--- src/rtl/hack_alu_stage_if.sv ---
// Valid/ready bundle for hack_alu_stage: operand/control beats in, queued results out.
// With ALU_EXT_FLAGS_EN defined, the result side also carries cout and ovf.
interface hack_alu_stage_if #(
    parameter int WIDTH = 16
);
    logic             in_valid;
    logic             in_ready;
    logic [WIDTH-1:0] x;
    logic [WIDTH-1:0] y;
    logic [5:0]       ctrl;
    logic             out_valid;
    logic             out_ready;
    logic [WIDTH-1:0] out;
    logic             zr;
    logic             ng;
`ifdef ALU_EXT_FLAGS_EN
    logic             cout;
    logic             ovf;

    modport master (
        output in_valid, x, y, ctrl, out_ready,
        input  in_ready, out_valid, out, zr, ng, cout, ovf
    );

    modport slave (
        input  in_valid, x, y, ctrl, out_ready,
        output in_ready, out_valid, out, zr, ng, cout, ovf
    );
`else
    modport master (
        output in_valid, x, y, ctrl, out_ready,
        input  in_ready, out_valid, out, zr, ng
    );

    modport slave (
        input  in_valid, x, y, ctrl, out_ready,
        output in_ready, out_valid, out, zr, ng
    );
`endif
endinterface

--- src/rtl/hack_alu_stage.sv ---
// Registered Hack ALU stage feeding a 2-entry result queue on valid/ready handshakes.
// Define ALU_EXT_FLAGS_EN to also queue the adder carry-out (cout) and signed overflow (ovf).
module hack_alu_stage #(
    parameter int WIDTH = 16,
    parameter int DEPTH = 2
) (
    input  logic            clk,
    input  logic            reset,
    hack_alu_stage_if.slave bus
);
`ifdef ALU_EXT_FLAGS_EN
    localparam int EW = WIDTH + 4;
`else
    localparam int EW = WIDTH + 2;
`endif
    localparam int CW = $clog2(DEPTH + 1);

    logic [WIDTH-1:0] x1, x2, y1, y2, sum, r, res;
`ifdef ALU_EXT_FLAGS_EN
    logic             carry;
    logic             sumOvf;
`endif
    logic [EW-1:0]    newEntry;
    logic [EW-1:0]    headEntry_q, headEntry_d;
    logic [EW-1:0]    spareEntry_q, spareEntry_d;
    logic [CW-1:0]    count_q, count_d;
    logic             push, pop;

    // Datapath: zero/negate each operand, add or AND them, optionally negate the result.
    always_comb begin
        x1 = bus.ctrl[5] ? '0 : bus.x;
        x2 = bus.ctrl[4] ? ~x1 : x1;
        y1 = bus.ctrl[3] ? '0 : bus.y;
        y2 = bus.ctrl[2] ? ~y1 : y1;
`ifdef ALU_EXT_FLAGS_EN
        {carry, sum} = {1'b0, x2} + {1'b0, y2};
        sumOvf = (x2[WIDTH-1] == y2[WIDTH-1]) && (sum[WIDTH-1] != x2[WIDTH-1]);
`else
        sum = x2 + y2;
`endif
        r   = bus.ctrl[1] ? sum : (x2 & y2);
        res = bus.ctrl[0] ? ~r : r;
`ifdef ALU_EXT_FLAGS_EN
        newEntry = {res, (res == '0), res[WIDTH-1], bus.ctrl[1] & carry, bus.ctrl[1] & sumOvf};
`else
        newEntry = {res, (res == '0), res[WIDTH-1]};
`endif
    end

    assign bus.in_ready  = (count_q != CW'(DEPTH));
    assign bus.out_valid = (count_q != '0);
    assign push          = bus.in_valid && bus.in_ready;
    assign pop           = bus.out_valid && bus.out_ready;

    assign bus.out = headEntry_q[EW-1 -: WIDTH];
    assign bus.zr  = headEntry_q[EW-WIDTH-1];
    assign bus.ng  = headEntry_q[EW-WIDTH-2];
`ifdef ALU_EXT_FLAGS_EN
    assign bus.cout = headEntry_q[1];
    assign bus.ovf  = headEntry_q[0];
`endif

    // The head register is the output; it keeps its last value once the queue runs empty.
    always_comb begin
        headEntry_d  = headEntry_q;
        spareEntry_d = spareEntry_q;
        count_d      = count_q;
        unique case ({push, pop})
            2'b10: begin
                count_d = count_q + 1'b1;
                if (count_q == '0) begin
                    headEntry_d = newEntry;
                end else begin
                    spareEntry_d = newEntry;
                end
            end
            2'b01: begin
                count_d = count_q - 1'b1;
                if (count_q == CW'(DEPTH)) begin
                    headEntry_d = spareEntry_q;
                end
            end
            2'b11: begin
                headEntry_d = newEntry;
            end
            default: begin
            end
        endcase
    end

    always_ff @(posedge clk) begin
        if (reset) begin
            headEntry_q  <= '0;
            spareEntry_q <= '0;
            count_q      <= '0;
        end else begin
            headEntry_q  <= headEntry_d;
            spareEntry_q <= spareEntry_d;
            count_q      <= count_d;
        end
    end
endmodule

--- src/flat_wrapper.sv ---
// flat-port wrapper written by rule: the top's interface ports become plain ports
module hack_alu_stage_flat 
#(
    parameter int WIDTH = 16,
    parameter int DEPTH = 2
)
  (clk, reset, bus_in_valid, bus_x, bus_y, bus_ctrl, bus_out_ready, bus_in_ready, bus_out_valid, bus_out, bus_zr, bus_ng);
  hack_alu_stage_if #(.WIDTH(WIDTH)) bus_i ();
  input  logic clk;
  input  logic reset;
  input wire logic [$bits(bus_i.in_valid)-1:0] bus_in_valid;
  input wire logic [$bits(bus_i.x)-1:0] bus_x;
  input wire logic [$bits(bus_i.y)-1:0] bus_y;
  input wire logic [$bits(bus_i.ctrl)-1:0] bus_ctrl;
  input wire logic [$bits(bus_i.out_ready)-1:0] bus_out_ready;
  output wire logic [$bits(bus_i.in_ready)-1:0] bus_in_ready;
  output wire logic [$bits(bus_i.out_valid)-1:0] bus_out_valid;
  output wire logic [$bits(bus_i.out)-1:0] bus_out;
  output wire logic [$bits(bus_i.zr)-1:0] bus_zr;
  output wire logic [$bits(bus_i.ng)-1:0] bus_ng;
  assign bus_i.in_valid = bus_in_valid;
  assign bus_i.x = bus_x;
  assign bus_i.y = bus_y;
  assign bus_i.ctrl = bus_ctrl;
  assign bus_i.out_ready = bus_out_ready;
  assign bus_in_ready = bus_i.in_ready;
  assign bus_out_valid = bus_i.out_valid;
  assign bus_out = bus_i.out;
  assign bus_zr = bus_i.zr;
  assign bus_ng = bus_i.ng;
  hack_alu_stage #(.WIDTH(WIDTH), .DEPTH(DEPTH)) u_core (.clk(clk), .reset(reset), .bus(bus_i));
endmodule
--- config.mk ---
export PLATFORM = sky130hd
export DESIGN_NAME = hack_alu_stage_flat
export DESIGN_NICKNAME = d
export VERILOG_FILES = /design/src/rtl/hack_alu_stage_if.sv /design/src/rtl/hack_alu_stage.sv /design/src/flat_wrapper.sv
export SDC_FILE = /design/constraint.sdc
export NUM_CORES = 1
export LEC_CHECK = 0
export BUFFER_PORTS_ARGS = -buffer_cell sky130_fd_sc_hd__buf_2
export CAP_MARGIN = 5
export CORE_MARGIN = 4
export CORE_UTILIZATION = 55
export DETAILED_ROUTE_END_ITERATION = 10
export PLACE_DENSITY = 0.8
export RECOVER_POWER = 50
export SETUP_SLACK_MARGIN = 0.02
export SYNTH_ARGS = -nofsm -noshare
export SYNTH_HDL_FRONTEND = slang
export SYNTH_SLANG_ARGS = --single-unit
export TNS_END_PERCENT = 10
--- constraint.sdc ---
create_clock -name clk -period 7.5 [get_ports clk]
set_input_delay 2.25 -clock clk [delete_from_list [all_inputs] [get_ports clk]]
set_output_delay 2.25 -clock clk [all_outputs]
set_load 0.03 [all_outputs]
# Word level (Yosys, flattened, before mapping)
# Index checks and enable logic that the tools add are counted.
word_totals:
  register_bits: 38
  elab_cells: 37
classes:
  n_addsub: 3
  eq_ne: 7
  n_mux: 10
  n_bitwise: 5
  n_reduce_logical: 9
op_table:
  columns: ["op", "n"]
  rows:
  - ["$mux W16", 6]
  - ["$pmux W18 S3", 1]
  - ["$not A16 Y16", 3]
  - ["$mux W18", 2]
  - ["$add A16 B16 Y16", 1]
  - ["$and A16 B16 Y16", 1]
  - ["$logic_not A16 Y1", 1]
  - ["$eq A2 B2 Y1 const B", 3]
  - ["$ne A2 B1 Y1 const B", 2]
  - ["$pmux W2 S2", 1]
  - ["$reduce_bool A2 Y1", 2]
  - ["$reduce_and A3 Y1", 1]
  - ["$reduce_bool A3 Y1", 1]
  - ["$add A2 B1 Y2 const B", 1]
  - ["$eq A2 B1 Y1 const B", 1]
  - ["$logic_and A1 B1 Y1", 2]
  - ["$logic_not A2 Y1", 1]
  - ["$ne A2 B2 Y1 const B", 1]
  - ["$reduce_and A2 Y1", 1]
  - ["$sub A2 B1 Y2 const B", 1]
  - ["$not A1 Y1", 1]

# Longest topological paths before layout
# Gate-level depths: netlist of run 1.
depth:
  word_depth: 10
  mapped_depth: 13

# Worst setup path before layout of run 1
# No wires, ideal clock.
synth_path:
  path_type: "input to register"
  from: "input bus_ctrl[2]"
  to: "register u_core.headEntry_q[1]"
  setup_time_ns: 0.069
  arrival_time_ns: 5.815
  required_ns: 7.431
  path_slack_ns: 1.616
  stages: 12
  n_path_buf: 2
  cell_sequence: "clkbuf_1 > clkbuf_1 > xnor2_1 > fa_1 > a211oi_1 > o21a_1 > o21ai_0 > o31a_1 > o311a_1 > xnor2_1 > or4b_2 > o21ai_1"
synth_via:
  elab_chain_len: 8
  word_cells_on_any_way: 9
  cone_classes: "add/sub: 1; mux: 5; bitwise: 2; reduce/logical: 1"
synth_lines:
  columns: ["item", "line", "rtl"]
  rows:
  - ["start, declared", "flat_wrapper.sv:14", "input wire logic [$bits(bus_i.ctrl)-1:0] bus_ctrl;"]
  - ["$mux W16 (*)", "hack_alu_stage.sv:34", "y2 = bus.ctrl[2] ? ~y1 : y1;"]
  - ["$add A16 B16 Y16 / $and A16 B16 Y16 (equally long branches)", "hack_alu_stage.sv:39, hack_alu_stage.sv:41", null]
  - ["$mux W16 (*)", "hack_alu_stage.sv:41", "r = bus.ctrl[1] ? sum : (x2 & y2);"]
  - ["$not A16 Y16", "hack_alu_stage.sv:42", "res = bus.ctrl[0] ? ~r : r;"]
  - ["$mux W16 (*)", "hack_alu_stage.sv:42", null]
  - ["$logic_not A16 Y1 (*)", "hack_alu_stage.sv:46", "newEntry = {res, (res == '0), res[WIDTH-1]};"]
  - ["$mux W18", "hack_alu_stage.sv:71", "if (count_q == '0) begin"]
  - ["$pmux W18 S3 (*)", "hack_alu_stage.sv:68", "unique case ({push, pop})"]
  - ["end signal, assigned", "hack_alu_stage.sv:97", "headEntry_q <= headEntry_d;"]
  - ["end, declared", "hack_alu_stage.sv:24", "logic [EW-1:0] headEntry_q, headEntry_d;"]
# Mark *: on every way between the ends. The rest lies on a longest branch, timed or not. The select of a mux whose other input is x is not followed.
# A chain may end at the register's enable or synchronous reset.

# Worst setup path after layout of run 1
# Same ends and word-level chain as after synthesis.

==> summary.md, run 1 <==
| Metric | Value |
|---|---|
| Status | finished, final reports clean |
| Cell Rows | 27 |
| Grt ovf | 0 |
| CP endpoint kind | flip-flop |
| Final Hold Fails | 0 |
| DP HPWL | 5417 microns |
| Syn Area/Cell | 7.701 sq um |
| Remaining DRCs | 0 |
| Die ar. | 0.007280 sq mm |
| CTS HTree Levels | 2 |
| CTS clk-pin slew, worst paths | 70 ps |
| # Post-CTS Setup Buffers | 0 |
| Pins Over Slew Limit | 0 |
| Period Utilization, post-route | 79.58% |
| Post-synth top area cell | dfxtp_1 |
| Power share of the combinational group | 57.3% |
| Worst hold path type | flip-flop to flip-flop |
| Critical Path AT | 6190 ps |
| CTS Sinks | 36 |
| Largest net degree at the start of global routing | 38 |
| Post-synth EDFFs | 0 |
| Core box area | 0.005642 sq mm |
| Drt wl/cell | 12.93 microns |
| Vias in the first global route | 2732 |
| Max cap viols | 0 |
| CP required | 7720 ps |
| Setup slack at placement | 1684 ps |
| Post-layout instance area | 0.003661 sq mm |
| Starting Density | 58.28% |
| Worst-path fanout max | 16 |
| Detailed-route via count | 2993 |
| Area grow syn2layout | 11.34% |
| Yosys warnings | 0 |
| Sequential element share of the synthesized area | 21.92% |
| Cell count after synthesis | 427 |
| Startpoint Class | input port |
| Routability cong. | 0.8683 |
| Netlist cell types | 57 |
| Hold_buf cts | 0 |
| Port Buf Inserts | 61 |
| Pre-Repair DR Iteration Count | 4 |
| Clk network pwr share | 15.4% |
| N_diodes | 0 |
| Die Y | 85.32 microns |
| Setup TNS | 0 ps |
| Post-cts resize count | 0 |
| Final Critical Period | 5969 ps |
| Worst-margin pin slew | 1322 ps |
| Fraction of layout cells with a size suffix above 1 | 11.49% |
| Max-slew headroom | 11.88% |
| Nets | 530 |
| Initial antenna violation count | 0 |
| Setup CP Type | input port to flip-flop |
| Internal | 0.0005795 W |
| Post-Syn Area | 0.003288 sq mm |
| Post-Syn Nets | 488 |
| Top_reg_cell synth | dfxtp_1 |
| Sequential power share | 27.3% |
| Routed Antenna Nets | 0 |
| Initial DRC Count | 92 |
| Die Width | 85.32 microns |
| Area contributors post-synth | dfxtp_1 22%, xnor2_1 14%, ha_1 6.8% |
| Global-route wire length before repair | 11930 microns |
| Synth top area share | 21.92% |
| Post-synth ARST share | 0% |
| FF+latch count, synth | 36 |
| Total wire length | 7009 microns |
| Sw frac | 46.23% |
| Layout Skew | 2.382 ps |
| Vias per inst | 5.522 |
| RSZ-0062 raised after global routing | false |
| All-Layer GR Usage | 19.31% |
| Worst vdd ir | 197.6 uV |
| Fin worst setup slack | 1531 ps |
| Leakage power total | 1.394 nW |
| Fmax | 167.5 MHz |
| Setup violators final | 0 |
| CTS tree | done |
| Post-DP Area | 0.003590 sq mm |
| CTS Buf Count | 5 |
| Worst skew pair latency | 290 ps |
| CTS root buf | clkbuf_8 |
| Clock buffer depth | 2 |
| # IOs | 62 |
| Sw Pwr | 0.0004981 W |
| Pwr Density | 294.4 mW/mm^2 |
cell usage after synthesis (all sizes together) (3+ instances only):
| library cell | count |
|---|---|
| a21oi | 27 |
| xnor2 | 51 |
| mux2i | 18 |
| or3 | 7 |
| a211oi | 20 |
| nor2b | 3 |
| o21a | 3 |
| a21o | 5 |
| nand2b | 36 |
| dfxtp | 36 |
| clkbuf | 19 |
| nand2 | 45 |
| nor2 | 36 |
| nor3 | 3 |
| nand4 | 4 |
| o211ai | 10 |
| xor2 | 3 |
| o21ai | 19 |
| ha | 18 |
| inv | 9 |
| nand3 | 5 |
| and3 | 4 |
| buf | 8 |
metal layers:
| layer | global-route usage, % | routed length [microns] | part of all wire, % |
|---|---|---|---|
| met1 | 25.19 | 3387 | 48 |
| met2 | 32.56 | 3123 | 45 |
| met3 | 3.107 | 404 | 5.8 |
| met4 | 5.755 | 94 | 1.3 |
| met5 | 0 | 0 | 0 |
power by group through the flow:
stage	combinational [W]	sequential, W	clock (W)
3_3_place_gp	0.000619	0.000293	0
6_report	0.000618	0.000294	0.000166
5_1_grt	0.000685	0.000303	0.000176
2_1_floorplan	0.000424	0.000370	0
4_1_cts	0.000632	0.000294	0.000168
3_5_place_dp	0.000630	0.000297	0
registers in the layout (all words and copies together) (netlist names):
name,count
u_core.spareEntry_q,17
u_core.headEntry_q,17
u_core.count_q,2
per-stage QoR:
step	hold slack (ps)	std cells	power (W)	utilization, %
floorplan	436.0	427	0.0007937	-
global placement	441.0	534	0.0009124	63.63
detailed placement	446.3	534	0.0009270	63.63
CTS	455.6	542	0.001094	65.54
global route	472.2	542	0.001164	64.89
finish	455.7	542	0.001078	64.89
area by class of cell:
cell class                 instances  area, sq um
clock buffer                       6        72.57
clock inverter                     2        35.03
fill                             539         1981
inverter                           9        33.78
multi-input combinational        355         2427
sequential                        36        720.7
tap                               72        90.09
timing repair buffer              62        281.5
logic make-up after synthesis:
kind of cell / synth area share [%]
adder cells (fa/ha/maj): 7.458
flip-flops: 21.92
multiplexers: 6.164
AO/OA/AOI/OAI: 20.43
XOR/XNOR: 14.38
AND/OR/NAND/NOR: 25.34
buffers and inverters: 4.300
worst max-delay path, stage by stage:
cell and delay [ps]:
clkbuf_1 730, xnor2_1 170, ha_1 290, fa_1 440, a211oi_1 290, o21a_1 270, o21ai_0 180, o31a_1 310
o311a_1 340, xnor2_1 170, or4b_2 630, o21ai_1 130
path summary, 6_finish.rpt:
check                         start                endpoint  slack, ps  depth (start not counted)
max                     bus_ctrl[2]   u_core.headEntry_q[1]       1530                         12
min          u_core.spareEntry_q[5]  u_core.spareEntry_q[5]        460                          2
max reg2reg       u_core.count_q[0]   u_core.headEntry_q[1]       3640                         10
min reg2reg  u_core.spareEntry_q[5]  u_core.spareEntry_q[5]        460                          2
placed cells by master, fill, tap and decap left out, types with 16 or more instances in the layout:
| master | instances |
|---|---|
| xnor2_1 | 51 |
| nand2_1 | 45 |
| buf_2 | 39 |
| nand2b_1 | 36 |
| nor2_1 | 36 |
| dfxtp_1 | 36 |
| a21oi_1 | 27 |
| clkbuf_1 | 24 |
| a211oi_1 | 20 |
| mux2i_1 | 18 |
| ha_1 | 18 |
| o21ai_0 | 16 |
Note: power is estimated with default switching activity, not from simulation.
==> inputs of run 2 (changes only) <==
--- a/config.mk
+++ b/config.mk
@@ -5,12 +5,13 @@
 export SDC_FILE = /design/constraint.sdc
 export NUM_CORES = 1
 export LEC_CHECK = 0
+export ABC_AREA = 1
 export BUFFER_PORTS_ARGS = -buffer_cell sky130_fd_sc_hd__buf_2
 export CAP_MARGIN = 5
 export CORE_MARGIN = 4
 export CORE_UTILIZATION = 55
 export DETAILED_ROUTE_END_ITERATION = 10
-export PLACE_DENSITY = 0.8
+export PLACE_DENSITY = 0.79
 export RECOVER_POWER = 50
 export SETUP_SLACK_MARGIN = 0.02
 export SYNTH_ARGS = -nofsm -noshare
==> constraint.sdc (replaced) <==
create_clock -name clk -period 6.05 [get_ports clk]
set_input_delay 1.815 -clock clk [delete_from_list [all_inputs] [get_ports clk]]
set_output_delay 1.815 -clock clk [all_outputs]
set_load 0.03 [all_outputs]
==> summary.md, run 2 <==
| Metric | Value |
|---|---|
| Die Y | 91.16 microns |
| Die ar. | 0.008310 sq mm |
| Syn Area/Cell | 5.816 sq um |
| Final Hold Fails | 0 |
| Die Width | 91.16 microns |
| Clock buffer depth | 2 |
| N_diodes | 0 |
| Slowest stage delay, CP | 460 ps |
| Total wire length | 9339 microns |
| Leakage power total | 2.337 nW |
| Worst r2r path cells | 11 |
| Initial antenna violation count | 0 |
| CP endpoint kind | flip-flop |
| Post-synth ARST share | 0% |
| Post-synth EDFFs | 0 |
| Port Buf Inserts | 61 |
| Cell count after synthesis | 654 |
| Post-Syn Area | 0.003804 sq mm |
| Post-synth top area cell | nand2_1 |
| FF+latch count, synth | 36 |
| CTS clk-pin slew, worst paths | 70 ps |
| Crit Reg-Reg Endpoint | u_core.headEntry_q[10] |
| CTS HTree Levels | 2 |
| Core box area | 0.006756 sq mm |
| Worst-margin pin slew | 1097 ps |
| Worst-path fanout max | 16 |
| Worst hold path type | flip-flop to flip-flop |
| Max-slew headroom | 26.86% |
| Setup TNS | 0 ps |
| CP required | 6200 ps |
| Worst path most repeated cell | nand2_1 |
| Layout Skew | 5.285 ps |
| CTS tree | done |
| Pins Over Slew Limit | 0 |
| Synth top area share | 20.13% |
| Drt wl/cell | 12.00 microns |
| Worst skew pair latency | 300 ps |
| All-Layer GR Usage | 23.21% |
| Crit. Startpoint | bus_ctrl[5] |
| Routability cong. | 0.9096 |
| Hold_buf cts | 0 |
| Starting Density | 56.30% |
| Sequential element share of the synthesized area | 18.95% |
| Top_reg_cell synth | dfxtp_1 |
| Reg2reg start | u_core.count_q[0] |
| CTS Buf Count | 5 |
| Final Critical Period | 4372 ps |
| # Post-CTS Setup Buffers | 0 |
| Largest net degree at the start of global routing | 28 |
| Stages on worst setup path | 23 |
| Commonest non-fill, non-tap cell in the layout | nand2_1 |
| Worst vdd ir | 110.1 uV |
| Delay-heaviest family, CP | simple AND/OR/NAND/NOR gates |
| Post-cts resize count | 0 |
| CTS Sinks | 36 |
| CP Cell Sequence | buf_2, inv_1, nand2_1, xor2_1, inv_1, ha_1, fa_1, nand2_1, nand2_2, nand3_1, nand2_1, nand2_2, nand2_1, nand2_1, nand3_1, nand3_1, nand2_1, nand2_1, nor2_1, nand2_1, nand2_1, nand2_1, a21oi_2 |
| Fillers | 690 |
| Crit path to | u_core.headEntry_q[1] |
| Vias in the first global route | 3750 |
| Detailed-route via count | 4047 |
| Routed Antenna Nets | 0 |
| Startpoint Class | input port |
| Post-Syn Nets | 715 |
| Crit path buf inv count | 3 |
| RSZ-0062 raised after global routing | false |
| Area grow syn2layout | 7.928% |
| Post-layout instance area | 0.004105 sq mm |
| Global-route wire length before repair | 16290 microns |
| Status | finished, final reports clean |
| Largest registers | u_core.headEntry_q: 17 flops, u_core.spareEntry_q: 17 flops, u_core.count_q: 2 flops |
| DP HPWL | 7638 microns |
| Area contributors post-synth | nand2_1 20%, dfxtp_1 19%, inv_1 12% |
| Period Utilization, post-route | 72.26% |
| Vias per inst | 5.202 |
| Leading cell types in the layout, fill and taps excluded | 204 x nand2_1, 120 x inv_1, 67 x nand3_1 |
| Post-DP Area | 0.004058 sq mm |
| # IOs | 62 |
| Grt ovf | 0 |
| Max cap viols | 0 |
| Setup CP Type | input port to flip-flop |
| Setup violators final | 0 |
| Cell with the most instances after synthesis | nand2_1 |
| CTS root buf | clkbuf_8 |
| Pwr Density | 292.2 mW/mm^2 |
| Final cell count without fillers | 778 |
| Nets | 759 |
| Fmax | 228.7 MHz |
| Synth top cells by count | 204 x nand2_1, 120 x inv_1, 67 x nand3_1 |
| Cell Rows | 30 |
| Fraction of layout cells with a size suffix above 1 | 11.17% |
| Pre-Repair DR Iteration Count | 5 |
| Initial DRC Count | 147 |
| Netlist cell types | 29 |
| Slowest stage cell on the critical path | fa_1 |
| Yosys warnings | 0 |
| Critical Path AT | 4520 ps |
| R2r setup slk | 2830 ps |
| Remaining DRCs | 0 |
| Placed cells | 771 |
run 2: stage by stage:
step	power, W	utilization (%)	setup WS [ps]	hold WS (ps)
6_report	0.001200	60.76	1678	466.1
5_1_grt	0.001321	60.76	1354	491.2
4_1_cts	0.001216	61.20	1695	466.5
3_5_place_dp	0.001054	60.06	1402	456.2
3_3_place_gp	0.001035	60.06	1478	447.7
2_1_floorplan	0.0009032	-	1635	443.1
run 2: worst min path at each step:
stage	start	to	cells past startpoint
6_report	u_core.headEntry_q[7]	u_core.headEntry_q[7]	2
3_5_place_dp	u_core.headEntry_q[16]	u_core.headEntry_q[16]	2
3_3_place_gp	u_core.headEntry_q[13]	u_core.headEntry_q[13]	2
4_1_cts	u_core.headEntry_q[16]	u_core.headEntry_q[16]	2
5_1_grt	u_core.headEntry_q[12]	u_core.headEntry_q[12]	2
2_1_floorplan	u_core.count_q[1]	u_core.count_q[1]	1
run 2: worst min-delay path: cells and delay by family, from the launching register on:
family	cells	cell delay (ps)
flip-flops	1	310
AND/OR/NAND/NOR	1	60
AO/OA/AOI/OAI	1	50
run 2: report_power, final:
| group | total [W] | switching (W) | internal [W] |
|---|---|---|---|
| combinational | 0.000700 | 0.000479 | 0.000221 |
| clock | 0.000160 | 0.0000820 | 0.0000781 |
| sequential | 0.000339 | 0.0000342 | 0.000305 |
| total | 0.00120 | 0.000595 | 0.000605 |
run 2: cell families after synthesis:
| family | count (synthesis) | share of synthesized area (%) |
|---|---|---|
| and+or+nand+nor | 329 | 37.80 |
| adders and majority gates | 19 | 6.447 |
| AOI/OAI and AO/OA | 86 | 12.20 |
| buffers and inverters | 148 | 16.32 |
| DFF | 36 | 18.95 |
| xor gates and xnor gates | 36 | 8.290 |
run 2: metal layers:
metal	vias to the layer above	part of all wire, %	track usage (%)
li1	2113	-	-
met1	1816	45	28.33
met2	105	50	42.18
met3	13	4.0	2.071
met4	0	1.7	8.166
met5	-	0	0
run 2: layout make-up:
cell class	count	area (sq um)	area share, %
clock buffers	6	72.57	1.768
clock inverters	1	5.005	0.1219
inverters	123	461.7	11.25
multi-input cells	470	2462	59.98
flip-flops and latches	36	720.7	17.56
well taps	80	100.1	2.438
repair buffers	62	282.8	6.888
==> inputs of run 3 (changes only) <==
--- a/config.mk
+++ b/config.mk
@@ -5,13 +5,13 @@
 export SDC_FILE = /design/constraint.sdc
 export NUM_CORES = 1
 export LEC_CHECK = 0
-export ABC_AREA = 1
+export ABC_AREA = 0
 export BUFFER_PORTS_ARGS = -buffer_cell sky130_fd_sc_hd__buf_2
 export CAP_MARGIN = 5
 export CORE_MARGIN = 4
 export CORE_UTILIZATION = 55
 export DETAILED_ROUTE_END_ITERATION = 10
-export PLACE_DENSITY = 0.79
+export PLACE_DENSITY = 0.8
 export RECOVER_POWER = 50
 export SETUP_SLACK_MARGIN = 0.02
 export SYNTH_ARGS = -nofsm -noshare
==> constraint.sdc (replaced) <==
create_clock -name clk -period 4.05 [get_ports clk]
set_input_delay 1.215 -clock clk [delete_from_list [all_inputs] [get_ports clk]]
set_output_delay 1.215 -clock clk [all_outputs]
set_load 0.03 [all_outputs]
==> summary.md, run 3 (synthesis results as in run 1) <==
| Metric | Value |
|---|---|
| Critical Path AT | 4220 ps |
| Starting Density | 58.28% |
| Clock buffer depth | 2 |
| CTS Buf Count | 5 |
| CTS clk-pin slew, worst paths | 60 ps |
| Largest registers | u_core.headEntry_q: 17 flops, u_core.spareEntry_q: 17 flops, u_core.count_q: 2 flops |
| Final cell count without fillers | 595 |
| Slowest stage delay, CP | 500 ps |
| Final Critical Period | 3991 ps |
| Worst vdd ir | 426.8 uV |
| Reg2reg start | u_core.count_q[0] |
| CTS HTree Levels | 2 |
| Crit Reg-Reg Endpoint | u_core.headEntry_q[1] |
| Worst r2r path cells | 11 |
| Core box area | 0.005642 sq mm |
| Placed cells | 582 |
| Pwr Density | 506.3 mW/mm^2 |
| Period Utilization, post-route | 98.54% |
| Remaining DRCs | 0 |
| CP endpoint kind | flip-flop |
| Global-route wire length before repair | 13190 microns |
| Die ar. | 0.007280 sq mm |
| Die Y | 85.32 microns |
| Drt wl/cell | 13.11 microns |
| Initial DRC Count | 95 |
| DP HPWL | 5934 microns |
| CTS root buf | clkbuf_8 |
| Total wire length | 7803 microns |
| Grt ovf | 0 |
| CTS tree | done |
| Slowest stage cell on the critical path | or4_4 |
| Die Width | 85.32 microns |
| Setup CP Type | input port to flip-flop |
| Area grow syn2layout | 29.26% |
| Pre-Repair DR Iteration Count | 4 |
| Setup violators final | 0 |
| Max cap viols | 0 |
| Routability cong. | 0.8652 |
| CTS Sinks | 36 |
| Routed Antenna Nets | 0 |
| Crit path to | u_core.spareEntry_q[1] |
| All-Layer GR Usage | 21.24% |
| Worst hold path type | flip-flop to flip-flop |
| Final Hold Fails | 0 |
| Setup TNS | 0 ps |
| Crit. Startpoint | bus_ctrl[3] |
| Cell Rows | 27 |
| Fmax | 250.6 MHz |
| Status | finished, final reports clean |
| Detailed-route via count | 3239 |
| Vias per inst | 5.444 |
| Largest net degree at the start of global routing | 38 |
| Worst skew pair latency | 290 ps |
| Leading cell types in the layout, fill and taps excluded | 51 x buf_4, 46 x xnor2_1, 44 x nand2_1 |
| R2r setup slk | 1120 ps |
| Total power | 0.002152 W |
| RSZ-0062 raised after global routing | true |
| CP required | 4270 ps |
| N_diodes | 0 |
| Vias in the first global route | 3078 |
| Worst-path fanout max | 6 |
| Port Buf Inserts | 61 |
| Initial antenna violation count | 0 |
| Worst path most repeated cell | xnor2_1 |
| Pins Over Slew Limit | 0 |
| CP Cell Sequence | buf_8, nand2b_4, xnor2_2, ha_2, fa_2, a21o_1, a221oi_2, xnor2_1, mux2i_1, xnor2_1, or4b_1, or4_4, o21ai_1 |
| Leakage power total | 1.733 nW |
| Commonest non-fill, non-tap cell in the layout | buf_4 |
| Layout Skew | 1.791 ps |
| # IOs | 62 |
| Fraction of layout cells with a size suffix above 1 | 26.77% |
| Max-slew headroom | 9.570% |
| Worst-margin pin slew | 1356 ps |
| Nets | 583 |
| Startpoint Class | input port |
| Fin util | 75.34% |
[run 3: cell count changes in the layout (fill, tap and decap cells not counted), sizes merged, moves of 6 or more]
cell,before,now
nand2b,0,36
o21ai,25,19
a211oi,0,20
xor2,34,3
inv,121,9
nand2,219,45
nand3,71,5
buf,40,94
a21oi,49,27
nor2,23,36
mux2i,0,18
xnor2,2,51
or3,0,7
[run 3: power by group]
group	switching, W	leakage (nW)	internal (W)
Sequential	0.0000690	0.295	0.000476
Clock	0.000116	0.0455	0.000138
Combinational	0.000791	1.39	0.000561
Total	0.000976	1.73	0.00118
[run 3: through the flow]
stage | hold WS, ps | worst slack [ps] | instance area, sq um
after floorplan | 436.0 | 18.16 | 3418
after global placement | 441.2 | -203.6 | 4029
after detailed placement | 446.8 | -276.9 | 4029
after CTS | 455.8 | 24.73 | 4119
after global routing | 474.5 | -59.17 | 4250
final | 456.2 | 58.99 | 4250
[run 3: cell type report]
class / instances / area, sq um
clock buffer: 8 / 90.09
fill: 447 / 1391
inverter: 9 / 33.78
multi-input combinational: 355 / 2601
sequential: 36 / 720.7
tap: 72 / 90.09
timing repair buffer: 115 / 714.4
[run 3: layer usage]
layer	vias up	routed length, microns	global-route usage [%]	share of wire, %
li1	1698	-	-	-
met1	1430	3505	26.90	45
met2	100	3688	36.65	47
met3	11	517	3.689	6.6
met4	0	91	6.187	1.2
met5	-	0	0	0
[run 3: worst min-delay path by stage]
stage,startpoint,to,cells past startpoint
floorplan,u_core.spareEntry_q[0],u_core.spareEntry_q[0],2
global placement,u_core.spareEntry_q[12],u_core.spareEntry_q[12],2
detailed placement,u_core.spareEntry_q[6],u_core.spareEntry_q[6],2
CTS,u_core.spareEntry_q[7],u_core.spareEntry_q[7],2
global route,u_core.spareEntry_q[7],u_core.spareEntry_q[7],2
finish,u_core.spareEntry_q[16],u_core.spareEntry_q[16],2
[run 3: worst max-delay path, delay by kind of cell]
family / cells / cell delay [ps]
xor gates and xnor gates: 3 / 450
muxes: 1 / 110
adders and majority gates: 2 / 580
and+or+nand+nor: 3 / 1130
buffers and inverters: 1 / 100
AOI/OAI and AO/OA: 3 / 630
[run 3: repair_timing]
| item | CTS | global route |
|---|---|---|
| pin swaps | 1 | 31 |
| endpoints found under the setup margin | 1 | 8 |
| buffers inserted | 0 | 5 |
| gates resized for setup | 0 | 28 |
| hold buffers | 0 | 0 |
